<file path="config.mk">
export PLATFORM = sky130hd
export DESIGN_NAME = weight_ram_reader
export DESIGN_NICKNAME = d
export VERILOG_FILES = /design/src/rtl/weight_ram_reader.sv
export SDC_FILE = /design/constraint.sdc
export NUM_CORES = 1
export LEC_CHECK = 0
export BUFFER_PORTS_ARGS = -buffer_cell sky130_fd_sc_hd__buf_2
export CORE_MARGIN = 5
export CORE_UTILIZATION = 55
export CTS_CLUSTER_DIAMETER = 200
export DETAILED_ROUTE_END_ITERATION = 8
export PLACE_DENSITY = 0.88
export SLEW_MARGIN = 10
export SYNTH_ARGS = -nofsm -noshare
export SYNTH_HDL_FRONTEND = slang
export SYNTH_SLANG_ARGS = --single-unit
</file>
<file path="constraint.sdc">
create_clock -name clk -period 3.44 [get_ports clk]
set_clock_uncertainty 0.05 [all_clocks]
set_input_delay 1.032 -clock clk [delete_from_list [all_inputs] [get_ports clk]]
set_output_delay 1.032 -clock clk [all_outputs]
set_load 0.01 [all_outputs]
</file>
<file path="src/rtl/weight_ram_reader.sv">
// weight_ram_reader
//   Read sequencer between the weight SRAM and the PE array. A command reads
//   a window of `length` words starting at `base_addr`, repeated `reps`
//   times. SRAM read latency is absorbed by a 2-entry output buffer, and
//   words leave on an AXI-Stream style master port at full rate.
//
//   state  | meaning
//   -------+-----------------------------------------------------------
//   IDLE   | waiting for start; command fields latched on start
//   RUN    | issuing reads, one per cycle while the buffer has room
//   DRAIN  | all reads issued; waiting for buffer and in-flight read
//   FINISH | done pulse, back to IDLE
//
// Ports
//   clk, rst               clock, synchronous active-high reset
//   start                  one-cycle command pulse (honoured in IDLE only)
//   base_addr/length/reps  command window, words per pass, pass count
//   busy, done             command in progress / one-cycle completion pulse
//   ram_en, ram_addr       SRAM read port (read data one cycle later)
//   ram_dout               SRAM read data
//   m_valid/m_ready        stream handshake
//   m_data, m_last         stream word, last word of the current pass
module weight_ram_reader #(
  parameter int DEPTH = 1024,
  parameter int WIDTH = 64,
  parameter int REPS_BITS = 8
) (
  input  logic                       clk,
  input  logic                       rst,
  input  logic                       start,
  input  logic [$clog2(DEPTH)-1:0]   base_addr,
  input  logic [$clog2(DEPTH):0]     length,
  input  logic [REPS_BITS-1:0]       reps,
  output logic                       busy,
  output logic                       done,
  output logic                       ram_en,
  output logic [$clog2(DEPTH)-1:0]   ram_addr,
  input  logic [WIDTH-1:0]           ram_dout,
  output logic                       m_valid,
  input  logic                       m_ready,
  output logic [WIDTH-1:0]           m_data,
  output logic                       m_last
);

  localparam int AW = $clog2(DEPTH);

  typedef enum logic [1:0] {S_IDLE, S_RUN, S_DRAIN, S_FINISH} state_t;

  state_t               state_q, state_d;
  logic [AW-1:0]        base_q, base_d;
  logic [AW:0]          len_q, len_d;
  logic [REPS_BITS-1:0] rep_q, rep_d;
  logic [AW:0]          idx_q, idx_d;
  logic [AW-1:0]        addr_q, addr_d;
  logic                 inflight_q, inflight_d;
  logic                 inflight_last_q, inflight_last_d;
  logic [1:0]           occ_q, occ_d;
  logic [WIDTH-1:0]     data0_q, data0_d, data1_q, data1_d;
  logic                 last0_q, last0_d, last1_q, last1_d;

  logic                 pop;
  logic [1:0]           fill;
  logic                 idx_last;
  logic [AW-1:0]        addr_inc;
  logic                 ram_en_c;

  assign pop      = (occ_q != 2'd0) && m_ready;
  assign fill     = occ_q + {1'b0, inflight_q};
  assign idx_last = (idx_q == (len_q - 1'b1));
  // explicit wrap so non-power-of-2 depths stay inside the array
  assign addr_inc = (addr_q == AW'(DEPTH - 1)) ? '0 : addr_q + 1'b1;

  // A read may be issued into a full slot only when a pop frees it this
  // cycle; this keeps full rate under m_ready=1 without a third entry.
  assign ram_en_c = (state_q == S_RUN) &&
                    ((fill < 2'd2) || ((fill == 2'd2) && pop));

  always_comb begin
    occ_d   = occ_q;
    data0_d = data0_q;
    data1_d = data1_q;
    last0_d = last0_q;
    last1_d = last1_q;
    case ({inflight_q, pop})
      2'b01: begin
        data0_d = data1_q;
        last0_d = last1_q;
        occ_d   = occ_q - 2'd1;
      end
      2'b10: begin
        if (occ_q == 2'd0) begin
          data0_d = ram_dout;
          last0_d = inflight_last_q;
        end else begin
          data1_d = ram_dout;
          last1_d = inflight_last_q;
        end
        occ_d = occ_q + 2'd1;
      end
      2'b11: begin
        if (occ_q == 2'd1) begin
          data0_d = ram_dout;
          last0_d = inflight_last_q;
        end else begin
          data0_d = data1_q;
          last0_d = last1_q;
          data1_d = ram_dout;
          last1_d = inflight_last_q;
        end
      end
      default: ;
    endcase
  end

  always_comb begin
    state_d         = state_q;
    base_d          = base_q;
    len_d           = len_q;
    rep_d           = rep_q;
    idx_d           = idx_q;
    addr_d          = addr_q;
    inflight_d      = ram_en_c;
    inflight_last_d = ram_en_c && idx_last;
    case (state_q)
      S_IDLE: begin
        if (start) begin
          base_d = base_addr;
          len_d  = length;
          rep_d  = reps;
          idx_d  = '0;
          addr_d = base_addr;
          // empty commands pass through DRAIN so done keeps a fixed offset
          if ((length == '0) || (reps == '0)) state_d = S_DRAIN;
          else                                state_d = S_RUN;
        end
      end
      S_RUN: begin
        if (ram_en_c) begin
          if (idx_last) begin
            idx_d  = '0;
            addr_d = base_q;
            rep_d  = rep_q - 1'b1;
            if (rep_q == REPS_BITS'(1)) state_d = S_DRAIN;
          end else begin
            idx_d  = idx_q + 1'b1;
            addr_d = addr_inc;
          end
        end
      end
      S_DRAIN: begin
        // look at next occupancy so done lands right after the final pop
        if (occ_d == 2'd0) state_d = S_FINISH;
      end
      S_FINISH: state_d = S_IDLE;
      default:  state_d = S_IDLE;
    endcase
  end

  always_ff @(posedge clk) begin
    if (rst) begin
      state_q         <= S_IDLE;
      base_q          <= '0;
      len_q           <= '0;
      rep_q           <= '0;
      idx_q           <= '0;
      addr_q          <= '0;
      inflight_q      <= 1'b0;
      inflight_last_q <= 1'b0;
      occ_q           <= 2'd0;
      data0_q         <= '0;
      data1_q         <= '0;
      last0_q         <= 1'b0;
      last1_q         <= 1'b0;
    end else begin
      state_q         <= state_d;
      base_q          <= base_d;
      len_q           <= len_d;
      rep_q           <= rep_d;
      idx_q           <= idx_d;
      addr_q          <= addr_d;
      inflight_q      <= inflight_d;
      inflight_last_q <= inflight_last_d;
      occ_q           <= occ_d;
      data0_q         <= data0_d;
      data1_q         <= data1_d;
      last0_q         <= last0_d;
      last1_q         <= last1_d;
    end
  end

  assign busy     = (state_q != S_IDLE);
  assign done     = (state_q == S_FINISH);
  assign ram_en   = ram_en_c;
  assign ram_addr = addr_q;
  assign m_valid  = (occ_q != 2'd0);
  assign m_data   = data0_q;
  assign m_last   = last0_q;

endmodule

</file>
==> results of run 1 <==
## where the power goes
group / switching [mW] / total, mW / leakage [nW] / internal [mW]
sequential: 0.421 / 3.19 / 1.52 / 2.77
clock: 0.847 / 1.86 / 0.265 / 1.02
combinational: 2.12 / 3.50 / 2.11 / 1.39
total: 3.39 / 8.56 / 3.89 / 5.17
## worst max-delay path, stage by stage, from the launching register on
cell and delay [ps]:
dfxtp_1 440, inv_1 90, ha_1 280, nand2b_1 260
o21a_1 260, nand2b_1 180, inv_1 100, buf_2 130
## cells by family after synthesis
group / count (synthesis)
AND/OR/NAND/NOR: 378
AO/OA/AOI/OAI: 296
flip-flops: 186
buffers and inverters: 94
XOR/XNOR: 29
adder cells (fa/ha/maj): 15
multiplexers: 9
## cell usage after synthesis, types with 3 or more instances
master | instances | area, µm²
a21oi_1 | 105 | 526
a21o_1 | 4 | 30.0
xor2_1 | 16 | 140
o211ai_1 | 5 | 37.5
ha_1 | 15 | 188
nand3_1 | 15 | 75.1
dfxtp_1 | 186 | 3720
or3_1 | 7 | 43.8
a221oi_1 | 7 | 61.3
inv_1 | 17 | 63.8
nand2_1 | 200 | 751
a211oi_1 | 70 | 526
and4_1 | 3 | 26.3
nand2b_1 | 3 | 18.8
mux2i_1 | 9 | 90.1
clkbuf_1 | 65 | 244
nor2b_1 | 5 | 31.3
nor4_1 | 8 | 50.1
buf_1 | 8 | 30.0
nor2_1 | 101 | 379
nor3_1 | 6 | 30.0
a22oi_1 | 65 | 488
nand4_1 | 8 | 50.1
o21ai_0 | 14 | 70.1
and3_1 | 14 | 87.6
o21a_1 | 6 | 45.0
xnor2_1 | 13 | 114
## per-stage QoR
| stage | hold slack, ps | cell area, µm² | power [mW] |
|---|---|---|---|
| final | 398 | 9850 | 8.56 |
| after global routing | 418 | 9850 | 9.14 |
| after CTS | 404 | 9850 | 8.58 |
| after detailed placement | 395 | 9290 | 6.72 |
| after global placement | 388 | 9290 | 6.60 |
| after floorplan | 382 | 8210 | 5.53 |
## worst paths after layout
| kind | startpoint | endpoint | depth (start not counted) |
|---|---|---|---|
| worst max-delay path | occ_q[0] | ram_en | 7 |
| worst min-delay path | base_q[6] | base_q[6] | 2 |
| worst max register to register | len_q[0] | rep_q[2] | 9 |
| worst min register to register | base_q[6] | base_q[6] | 2 |
## sequential cells by signal, indices dropped and copies added (netlist names)
signal and count:
m_data 64, occ_q 2, inflight_q 1, base_q 10, len_q 11, inflight_last_q 1, idx_q 11, last1_q 1
ram_addr 10, m_last 1, data1_q 64, state_q 2, rep_q 8
## layer usage
| layer | wire length, µm | GRT usage [%] |
|---|---|---|
| met1 | 8890 | 30.7 |
| met2 | 10300 | 38.4 |
| met3 | 1340 | 5.92 |
| met4 | 588 | 9.16 |
| met5 | 0 | 0 |
## final cells by class
class                      instances  area share, %
tap                              184           2.34
timing repair buffer             193           11.2
clock inverter                    13           1.21
multi-input combinational        727           42.3
sequential                       186           37.8
antenna                            1         0.0254
clock buffer                      18           4.46
inverter                          18          0.686
==> impl_table.tex, run 1 <==
\begin{tabular}{lr}
\hline
Metric & Value \\
\hline
\multicolumn{2}{l}{\textbf{Run status}} \\
\quad Run status & finished, final reports clean \\
\multicolumn{2}{l}{\textbf{Worst setup path}} \\
\quad Class of the most critical setup path & flip-flop to output port \\
\quad Arrival time of data at the critical path endpoint & 2170 ps \\
\quad Type of destination of the critical path & output port \\
\quad Highest fanout seen on the critical path & 7 \\
\quad R2R Setup Slk & between 400 and 500 ps \\
\quad Launching element type of the critical path & flip-flop \\
\quad Worst EP required & between 2000 and 2500 ps \\
\multicolumn{2}{l}{\textbf{STA}} \\
\quad Transition at the pin with the smallest max-transition slack & 898 ps \\
\quad Final hold viol count & 0 \\
\quad Number of max-slew violations in the final report & 0 \\
\quad Share of the clock period used by the worst path & 94.6\% \\
\quad RSZ-0062 raised after global routing & false \\
\quad Final Worst Setup Slack & 186 ps \\
\quad Final-layout setup total negative slack & 0 ps \\
\quad Slew Limit Headroom & approximately two fifths \\
\quad Final critical-path required period & around 3300 ps \\
\quad Setup violators final & 0 \\
\quad Max Clk Rate & between 300 and 400 MHz \\
\multicolumn{2}{l}{\textbf{Routing}} \\
\quad First-pass DRT Iterations & 5 \\
\quad Antenna Nets Post-Route & 0 \\
\quad Vias post-DR & 7,708 \\
\quad Routed wirelength normalized by instance count & 15.8 µm \\
\quad DRC violation count after routing & 0 \\
\quad Initial DRC Count & $\sim$770 \\
\quad Via density per instance & 5.75 \\
\quad Total detailed-routing wirelength & between 20 and 25 mm \\
\multicolumn{2}{l}{\textbf{Hold path}} \\
\quad Worst Hold Class & flip-flop to flip-flop \\
\multicolumn{2}{l}{\textbf{Finish}} \\
\quad Post-layout nets & about 1,300 \\
\quad Fraction of layout cells with a size suffix above 1 & roughly a fifth \\
\quad Fin cells & around 1,300 \\
\quad Most frequent standard cell in the layout excluding fill and tap cells & nand2\_1 \\
\quad Area taken by multi-input logic gates & between 0.004 and 0.005 mm² \\
\quad Filler cell count in the final layout & 1,203 \\
\quad FF+latch area & $\sim$0.0037 mm² \\
\quad Layout Utilization & slightly below 70\% \\
\quad Area added between synthesis and finish & 20.0\% \\
\quad Commonest cells after routing, fill and taps aside & nand2\_1, dfxtp\_1, buf\_2 \\
\multicolumn{2}{l}{\textbf{Synth}} \\
\quad Post-synth EDFFs & 0 \\
\quad Number of distinct standard cells referenced by the synthesized netlist & 52 \\
\quad Cell area after synthesis & around 0.0082 mm² \\
\quad Number of cells produced by synthesis & roughly 1,000 \\
\quad Share of synthesized cell area in full adder, half adder and majority cells & under 10\% \\
\quad Portion of the post-synthesis area used by sequential elements & between 40\% and 50\% \\
\quad Share of flip-flops with an asynchronous set or reset & 0\% \\
\quad Number of storage elements in the synthesis netlist & between 150 and 200 \\
\quad Mean instance size in the synthesized netlist & 8.15 µm² \\
\quad Main combinational cell family by area after synthesis & compound AO/OA/AOI/OAI gates \\
\quad Top\_reg\_cell synth & dfxtp\_1 \\
\quad Synth Area in Simple Gates & 19.8\% \\
\quad Share of the synthesized area in compound gates (AO/OA/AOI/OAI) & a little under a quarter \\
\quad Multiplexer area fraction after synthesis & under 10\% \\
\quad Syn\_nets & roughly 1,100 \\
\quad Synth Area in XOR/XNOR & under 10\% \\
\quad Warning count from the yosys run & 0 \\
\multicolumn{2}{l}{\textbf{Clock tree}} \\
\quad CTS sink cnt & 186 \\
\quad PostCTS Resize Cnt & 0 \\
\quad Source-to-sink clock delay at the later pin of the worst-skew pair & 430 ps \\
\quad Root cell of the clock tree & clkbuf\_16 \\
\quad Clock buffers created by TritonCTS & 17 \\
\quad Hold buffers post-CTS & 0 \\
\quad Clk slew on worst S/H paths & 70 ps \\
\quad Post-CTS repair timing setup buffer count & 0 \\
\quad TritonCTS clock tree & done \\
\quad Number of H-tree branching levels & 4 \\
\quad Buffer depth of the longest clock path & 2 \\
\multicolumn{2}{l}{\textbf{Power}} \\
\quad Total power divided by cell area & 869 mW/mm² \\
\quad Worst IR drop on VDD & roughly 0.46 mV \\
\quad Leakage power total & about 4 nW \\
\multicolumn{2}{l}{\textbf{GRT}} \\
\quad Gr usage total & 23.8\% \\
\quad Number of antenna violations at the first check in global routing & 1 \\
\quad Pin count of the biggest net entering global routing & $\sim$110 \\
\quad First-pass GRT wire length & 35.4 mm \\
\quad Remaining global-route overflow & 0 \\
\quad Vias in the first global route & $\sim$7,300 \\
\multicolumn{2}{l}{\textbf{Placement}} \\
\quad Placed wire-length estimate & around 14 mm \\
\quad Post-placement setup slack & $\sim$400 ps \\
\quad Cell count after placement & 1,308 \\
\quad Number of I/O port buffers & 175 \\
\quad Routability-driven placement congestion ratio & a little over 0.9 \\
\multicolumn{2}{l}{\textbf{Die}} \\
\quad Die Ht & between 100 and 150 µm \\
\quad Number of top-level pins & about 180 \\
\quad Horiz. Die Dim & roughly 130 µm \\
\quad Initial core utilization & a little under three fifths \\
\quad Row cnt & between 40 and 50 \\
\quad Area enclosed by the die boundary & roughly 0.017 mm² \\
\quad Core outline area & approximately 0.015 mm² \\
\multicolumn{2}{l}{\textbf{Run}} \\
\quad \# Max-Cap Violations & 0 \\
\hline
\end{tabular}
No activity file was read; power rests on OpenSTA's default activity.
==> run 2: changes to the inputs <==
CORE_UTILIZATION = 57   (was 55)
CTS_BUF_LIST = sky130_fd_sc_hd__clkbuf_2   (was not set)
PLACE_DENSITY = 0.91   (was 0.88)
==> impl_table.tex, run 2 (synthesis results as in run 1) <==
\begin{tabular}{lr}
\hline
Metric & Value \\
\hline
\multicolumn{2}{l}{\textbf{Power}} \\
\quad Total power divided by cell area & 820 mW/mm² (was 869 mW/mm²) \\
\quad Worst IR drop on VDD & 0.460 mV (was 0.462 mV) \\
\quad Leakage power total & 3.78 nW (was 3.89 nW) \\
\multicolumn{2}{l}{\textbf{STA}} \\
\quad RSZ-0062 raised after global routing & false (unchanged) \\
\quad Final critical-path required period & 3280 ps (was 3250 ps) \\
\quad Max Clk Rate & 305 MHz (was 307 MHz) \\
\quad Share of the clock period used by the worst path & 95.5\% (was 94.6\%) \\
\quad Final hold viol count & 0 (unchanged) \\
\quad Transition at the pin with the smallest max-transition slack & 926 ps (was 898 ps) \\
\quad Final-layout setup total negative slack & 0 ps (unchanged) \\
\quad Setup violators final & 0 (unchanged) \\
\quad Slew Limit Headroom & 38.2\% (was 40.2\%) \\
\quad Number of max-slew violations in the final report & 0 (unchanged) \\
\multicolumn{2}{l}{\textbf{Hold path}} \\
\quad Worst Hold Class & flip-flop to flip-flop (unchanged) \\
\quad Depth of the worst hold-timing path & 2 (unchanged) \\
\multicolumn{2}{l}{\textbf{Finish}} \\
\quad Area added between synthesis and finish & 16.4\% (was 20.0\%) \\
\quad Fraction of layout cells with a size suffix above 1 & 21.2\% (was 20.5\%) \\
\quad Post-layout nets & 1,256 (was 1,255) \\
\quad Fin cells & 1,338 (was 1,340) \\
\quad Most frequent standard cell in the layout excluding fill and tap cells & nand2\_1 (unchanged) \\
\quad Post-route design area & 0.00956 mm² (was 0.00985 mm²) \\
\quad Commonest cells after routing, fill and taps aside & nand2\_1, dfxtp\_1, buf\_2 (unchanged) \\
\quad Filler cell count in the final layout & 1,120 (was 1,203) \\
\multicolumn{2}{l}{\textbf{Clock tree}} \\
\quad CTS sink cnt & 186 (unchanged) \\
\quad Clk slew on worst S/H paths & 240 ps (was 70 ps) \\
\quad Buffer depth of the longest clock path & 2 (unchanged) \\
\quad Clock buffers created by TritonCTS & 17 (unchanged) \\
\quad Source-to-sink clock delay at the later pin of the worst-skew pair & 750 ps (was 430 ps) \\
\quad Root cell of the clock tree & clkbuf\_2 (was clkbuf\_16) \\
\quad TritonCTS clock tree & done (unchanged) \\
\quad Number of H-tree branching levels & 4 (unchanged) \\
\multicolumn{2}{l}{\textbf{Worst setup path}} \\
\quad Launching element type of the critical path & flip-flop (unchanged) \\
\quad R2R Setup Slk & 220 ps (was 480 ps) \\
\quad End of the worst register-to-register path & rep\_q[2] (unchanged) \\
\quad Arrival time of data at the critical path endpoint & 2200 ps (was 2170 ps) \\
\quad Launch instance of the worst register-to-register path & len\_q[0] (unchanged) \\
\quad Worst EP required & 2360 ps (about the same) \\
\quad Worst Reg2Reg Path Length in Cells & 9 (unchanged) \\
\quad Type of destination of the critical path & output port (unchanged) \\
\quad Class of the most critical setup path & flip-flop to output port (unchanged) \\
\quad Termination of the worst setup path & ram\_en (unchanged) \\
\quad Highest fanout seen on the critical path & 4 (was 7) \\
\quad CP startpoint & occ\_q[0] (unchanged) \\
\multicolumn{2}{l}{\textbf{Routing}} \\
\quad Vias post-DR & 7,809 (was 7,708) \\
\quad Initial DRC Count & 645 (was 767) \\
\quad Total detailed-routing wirelength & 21.2 mm (was 21.1 mm) \\
\quad DRC violation count after routing & 0 (unchanged) \\
\quad Routed wirelength normalized by instance count & 15.8 µm (about the same) \\
\quad Antenna Nets Post-Route & 0 (unchanged) \\
\quad First-pass DRT Iterations & 7 (was 5) \\
\quad Via density per instance & 5.84 (was 5.75) \\
\multicolumn{2}{l}{\textbf{Die}} \\
\quad Initial core utilization & 58.7\% (was 56.3\%) \\
\quad Row cnt & 43 (was 44) \\
\quad Horiz. Die Dim & 130 µm (was 132 µm) \\
\quad Number of top-level pins & 176 (unchanged) \\
\quad Core outline area & 0.0140 mm² (was 0.0146 mm²) \\
\quad Die Ht & 130 µm (was 132 µm) \\
\quad Area enclosed by the die boundary & 0.0169 mm² (was 0.0175 mm²) \\
\multicolumn{2}{l}{\textbf{GRT}} \\
\quad Global routing met1 resource utilization & 31.2\% (was 30.7\%) \\
\quad Vias in the first global route & 7,220 (was 7,339) \\
\quad Met3 routing resource usage after global routing & 6.55\% (was 5.92\%) \\
\quad Met2 Usage GRT & 40.1\% (was 38.4\%) \\
\quad Number of antenna violations at the first check in global routing & 2 (was 1) \\
\quad Pin count of the biggest net entering global routing & 99 (was 107) \\
\quad Most used routing layer in global routing & met2 (unchanged) \\
\quad Gr usage total & 24.5\% (was 23.8\%) \\
\quad First-pass GRT wire length & 33.9 mm (was 35.4 mm) \\
\quad Remaining global-route overflow & 0 (unchanged) \\
\multicolumn{2}{l}{\textbf{Placement}} \\
\quad Placed wire-length estimate & 14.2 mm (about the same) \\
\quad Number of I/O port buffers & 175 (unchanged) \\
\quad Routability-driven placement congestion ratio & 0.878 (was 0.911) \\
\quad Cell count after placement & 1,303 (was 1,308) \\
\quad Placement-stage cell area & 0.00927 mm² (was 0.00929 mm²) \\
\multicolumn{2}{l}{\textbf{Run status}} \\
\quad Run status & finished, final reports clean (unchanged) \\
\multicolumn{2}{l}{\textbf{Run}} \\
\quad \# Max-Cap Violations & 0 (unchanged) \\
\hline
\end{tabular}
## run 2: final cells by class
class / count / area, µm² / share of cell area, %
multi-input combinational: 727 / 4180 / 43.8
sequential: 186 / 3730 / 39.0
timing repair buffer: 194 / 1100 / 11.5
tap: 180 / 225 / 2.36
clock inverter: 14 / 163 / 1.70
clock buffer: 18 / 90.1 / 0.943
inverter: 18 / 67.6 / 0.707
antenna: 1 / 2.50 / 0.0262
## run 2: power by group
part | switching, mW | internal, mW
clock network | 0.781 | 0.352
registers | 0.411 | 2.77
logic | 2.14 | 1.39
## run 2: how the worst min path moves through the flow
stage,endpoint,startpoint,slack [ps]
6_report,data1_q[35],data1_q[35],420
5_1_grt,data1_q[37],ram_dout[37],320
4_1_cts,data1_q[30],ram_dout[30],350
3_5_place_dp,data1_q[51],data1_q[51],400
3_3_place_gp,base_q[6],base_q[6],390
2_1_floorplan,base_q[4],base_q[4],380
## run 2: repair_timing
| item | CTS | global route |
|---|---|---|
| endpoints found under the setup margin | 1 | 1 |
| hold buffers | 0 | 0 |
| endpoints found under the hold margin | 0 | 0 |
| buffers inserted | 2 | 0 |
| gates resized for setup | 6 | 2 |
| pin swaps | 0 | 0 |
## run 2: routing by layer
metal | vias up | part of all wire (%)
met2 | 306 | 49
met1 | 3626 | 41
met5 | - | 0.052
met4 | 2 | 2.3
met3 | 39 | 7.5
li1 | 3836 | -
## run 2: worst max-delay path: stages, from the launching register on
cell and delay (ps):
dfxtp_4 410, inv_1 60, ha_2 220, nand2b_4 170, o21a_2 230, nand2b_1 160, inv_1 90, buf_2 130
## run 2: metrics by stage
step                      hold slack [ps]  worst slack, ps  power (mW)  utilization (%)
final                                 420              156        7.84             68.3
after global routing                  325             6.18        8.42             68.3
after CTS                             348             8.50        7.86             68.3
after detailed placement              397              332        6.70             66.2
after global placement                387              417        6.58             66.2
after floorplan                       382              793        5.53                -
==> run 3: changes to the inputs <==
BUFFER_PORTS_ARGS = not set   (was -buffer_cell sky130_fd_sc_hd__buf_2)
CORE_UTILIZATION = 65   (was 57)
DONT_BUFFER_PORTS = 1   (was not set)
PLACE_DENSITY = 0.89   (was 0.91)
==> impl_table.tex, run 3 (synthesis results as in run 1) <==
\begin{tabular}{lr}
\hline
Metric & Value \\
\hline
\multicolumn{2}{l}{\textbf{Clock tree}} \\
\quad Clk slew on worst S/H paths & 240 ps (about the same) \\
\quad Root cell of the clock tree & clkbuf\_2 (unchanged) \\
\quad Number of H-tree branching levels & 4 (unchanged) \\
\quad Clock buffers created by TritonCTS & 17 (unchanged) \\
\quad Buffer depth of the longest clock path & 2 (unchanged) \\
\quad Source-to-sink clock delay at the later pin of the worst-skew pair & 750 ps (about the same) \\
\quad TritonCTS clock tree & done (unchanged) \\
\quad Hold buffers post-CTS & 0 (unchanged) \\
\quad CTS sink cnt & 186 (unchanged) \\
\multicolumn{2}{l}{\textbf{Finish}} \\
\quad Post-route design area & 0.00860 mm² (was 0.00956 mm²) \\
\quad Area added between synthesis and finish & 4.71\% (was 16.4\%) \\
\quad Commonest cells after routing, fill and taps aside & nand2\_1, dfxtp\_1, a21oi\_1 (was nand2\_1, dfxtp\_1, buf\_2) \\
\quad Fraction of layout cells with a size suffix above 1 & 6.44\% (was 21.2\%) \\
\quad Most frequent standard cell in the layout excluding fill and tap cells & nand2\_1 (unchanged) \\
\quad Post-layout nets & 1,079 (was 1,256) \\
\multicolumn{2}{l}{\textbf{STA}} \\
\quad Number of max-slew violations in the final report & 0 (unchanged) \\
\quad Max Clk Rate & 314 MHz (was 305 MHz) \\
\quad Final Worst Setup Slack & 254 ps (was 156 ps) \\
\quad Setup violators final & 0 (unchanged) \\
\quad Final hold viol count & 0 (unchanged) \\
\quad Final-layout setup total negative slack & 0 ps (unchanged) \\
\quad Transition at the pin with the smallest max-transition slack & 817 ps (was 926 ps) \\
\quad RSZ-0062 raised after global routing & false (unchanged) \\
\quad Share of the clock period used by the worst path & 92.6\% (was 95.5\%) \\
\quad Final critical-path required period & 3190 ps (was 3280 ps) \\
\quad Slew Limit Headroom & 45.6\% (was 38.2\%) \\
\multicolumn{2}{l}{\textbf{Routing}} \\
\quad Initial DRC Count & 659 (was 645) \\
\quad Antenna Nets Post-Route & 0 (unchanged) \\
\quad Total detailed-routing wirelength & 19.4 mm (was 21.2 mm) \\
\quad DRC violation count after routing & 0 (unchanged) \\
\quad First-pass DRT Iterations & 5 (was 7) \\
\quad Routed wirelength normalized by instance count & 16.8 µm (was 15.8 µm) \\
\quad Via density per instance & 6.09 (was 5.84) \\
\quad Vias post-DR & 7,012 (was 7,809) \\
\multicolumn{2}{l}{\textbf{Hold path}} \\
\quad Worst Hold Class & input port to flip-flop (was flip-flop to flip-flop) \\
\multicolumn{2}{l}{\textbf{GRT}} \\
\quad Gr usage total & 25.9\% (was 24.5\%) \\
\quad Pin count of the biggest net entering global routing & 175 (was 99) \\
\quad Vias in the first global route & 6,415 (was 7,220) \\
\quad Number of antenna violations at the first check in global routing & 1 (was 2) \\
\quad Remaining global-route overflow & 0 (unchanged) \\
\quad First-pass GRT wire length & 31.5 mm (was 33.9 mm) \\
\multicolumn{2}{l}{\textbf{Power}} \\
\quad Leakage power total & 2.96 nW (was 3.78 nW) \\
\quad Total power divided by cell area & 850 mW/mm² (was 820 mW/mm²) \\
\quad Worst IR drop on VDD & 0.441 mV (was 0.460 mV) \\
\multicolumn{2}{l}{\textbf{Worst setup path}} \\
\quad Arrival time of data at the critical path endpoint & 2100 ps (was 2200 ps) \\
\quad R2R Setup Slk & 360 ps (was 220 ps) \\
\quad Combined buffer and inverter count along the critical path & 2 (was 3) \\
\quad Highest fanout seen on the critical path & 4 (unchanged) \\
\quad Worst EP required & 2360 ps (about the same) \\
\quad Peak per-stage delay on the critical path & 390 ps (was 410 ps) \\
\quad Slowest cell on the critical path & dfxtp\_4 (unchanged) \\
\quad Top cell family by delay on the critical path & flip-flops (unchanged) \\
\quad Series of cell instances along the critical path & inv\_1 -> ha\_2 -> nand2b\_4 -> o21a\_1 -> nand2b\_1 -> inv\_1 (was inv\_1 -> ha\_2 -> nand2b\_4 -> o21a\_2 -> nand2b\_1 -> inv\_1 -> buf\_2) \\
\quad Most Frequent Cell on Critical Path & inv\_1 (unchanged) \\
\quad Launching element type of the critical path & flip-flop (unchanged) \\
\quad Class of the most critical setup path & flip-flop to output port (unchanged) \\
\quad Type of destination of the critical path & output port (unchanged) \\
\multicolumn{2}{l}{\textbf{Die}} \\
\quad Number of top-level pins & 176 (unchanged) \\
\quad Area enclosed by the die boundary & 0.0150 mm² (was 0.0169 mm²) \\
\quad Row cnt & 41 (was 43) \\
\quad Initial core utilization & 65.6\% (was 58.7\%) \\
\quad Die Ht & 122 µm (was 130 µm) \\
\quad Horiz. Die Dim & 122 µm (was 130 µm) \\
\quad Core outline area & 0.0125 mm² (was 0.0140 mm²) \\
\multicolumn{2}{l}{\textbf{Placement}} \\
\quad Placed wire-length estimate & 13.0 mm (was 14.2 mm) \\
\quad Post-placement setup slack & 407 ps (was 332 ps) \\
\quad Routability-driven placement congestion ratio & 0.845 (was 0.878) \\
\quad Number of I/O port buffers & 0 (was 175) \\
\quad Placement-stage cell area & 0.00833 mm² (was 0.00927 mm²) \\
\multicolumn{2}{l}{\textbf{Run status}} \\
\quad Run status & finished, final reports clean (unchanged) \\
\multicolumn{2}{l}{\textbf{Run}} \\
\quad \# Max-Cap Violations & 0 (unchanged) \\
\hline
\end{tabular}
## run 3: cell count changes in the layout (fill, tap and decap cells not counted), sizes merged
cell      change
bufinv        +1
clkinvlp      -2
clkinv        +2
inv           -3
buf         -177
## run 3: where the power goes
group          switching, mW  internal, mW
logic                   1.68          1.07
registers              0.690          2.77
clock network          0.707         0.398
## run 3: timing repair
action | in CTS | in global routing
pin swaps | 0 | 0
endpoints found under the setup margin | 1 | 1
setup buffers | 1 | 0
gates resized for setup | 4 | 2
## run 3: cell type report
cell class | instances | area [µm²]
inverters | 18 | 67.6
diodes | 1 | 2.50
well taps | 172 | 215
multi-input cells | 727 | 4180
fillers | 1075 | 3920
flip-flops and latches | 186 | 3730
clock buffers | 18 | 90.1
clock inverters | 12 | 150
repair buffers | 17 | 165
## run 3: worst reg2reg max path, delay by kind of cell (launching register included)
kind,cells,cell delay [ps]
adder cells (fa/ha/maj),1,270
flip-flops,1,460
AO/OA/AOI/OAI,3,790
buffers and inverters,1,70
AND/OR/NAND/NOR,4,1390
## run 3: routing by layer
metal  track usage [%]  up-vias  share of wire (%)
li1                  -     3475                  -
met1              33.4     3253                 42
met2              40.2      244                 47
met3              8.29       40                8.7
met4              10.8        0                3.1
met5                 0        -                  0
## run 3: metrics by stage
step | std cells | utilization [%] | hold slack, ps | total power, mW
finish | 1151 | 68.7 | 282 | 7.31
global route | 1151 | 68.7 | 171 | 7.88
CTS | 1150 | 68.6 | 198 | 7.34
detailed placement | 1119 | 66.6 | 387 | 6.24
global placement | 1119 | 66.6 | 383 | 6.13
floorplan | 1007 | - | 382 | 5.53
## run 3: final timing paths
check,from,end,cells after the start
hold reg to reg,base_q[4],base_q[4],2
hold / removal,rst,base_q[7],1
setup / recovery,occ_q[0],ram_en,6
setup reg to reg,len_q[0],rep_q[2],9
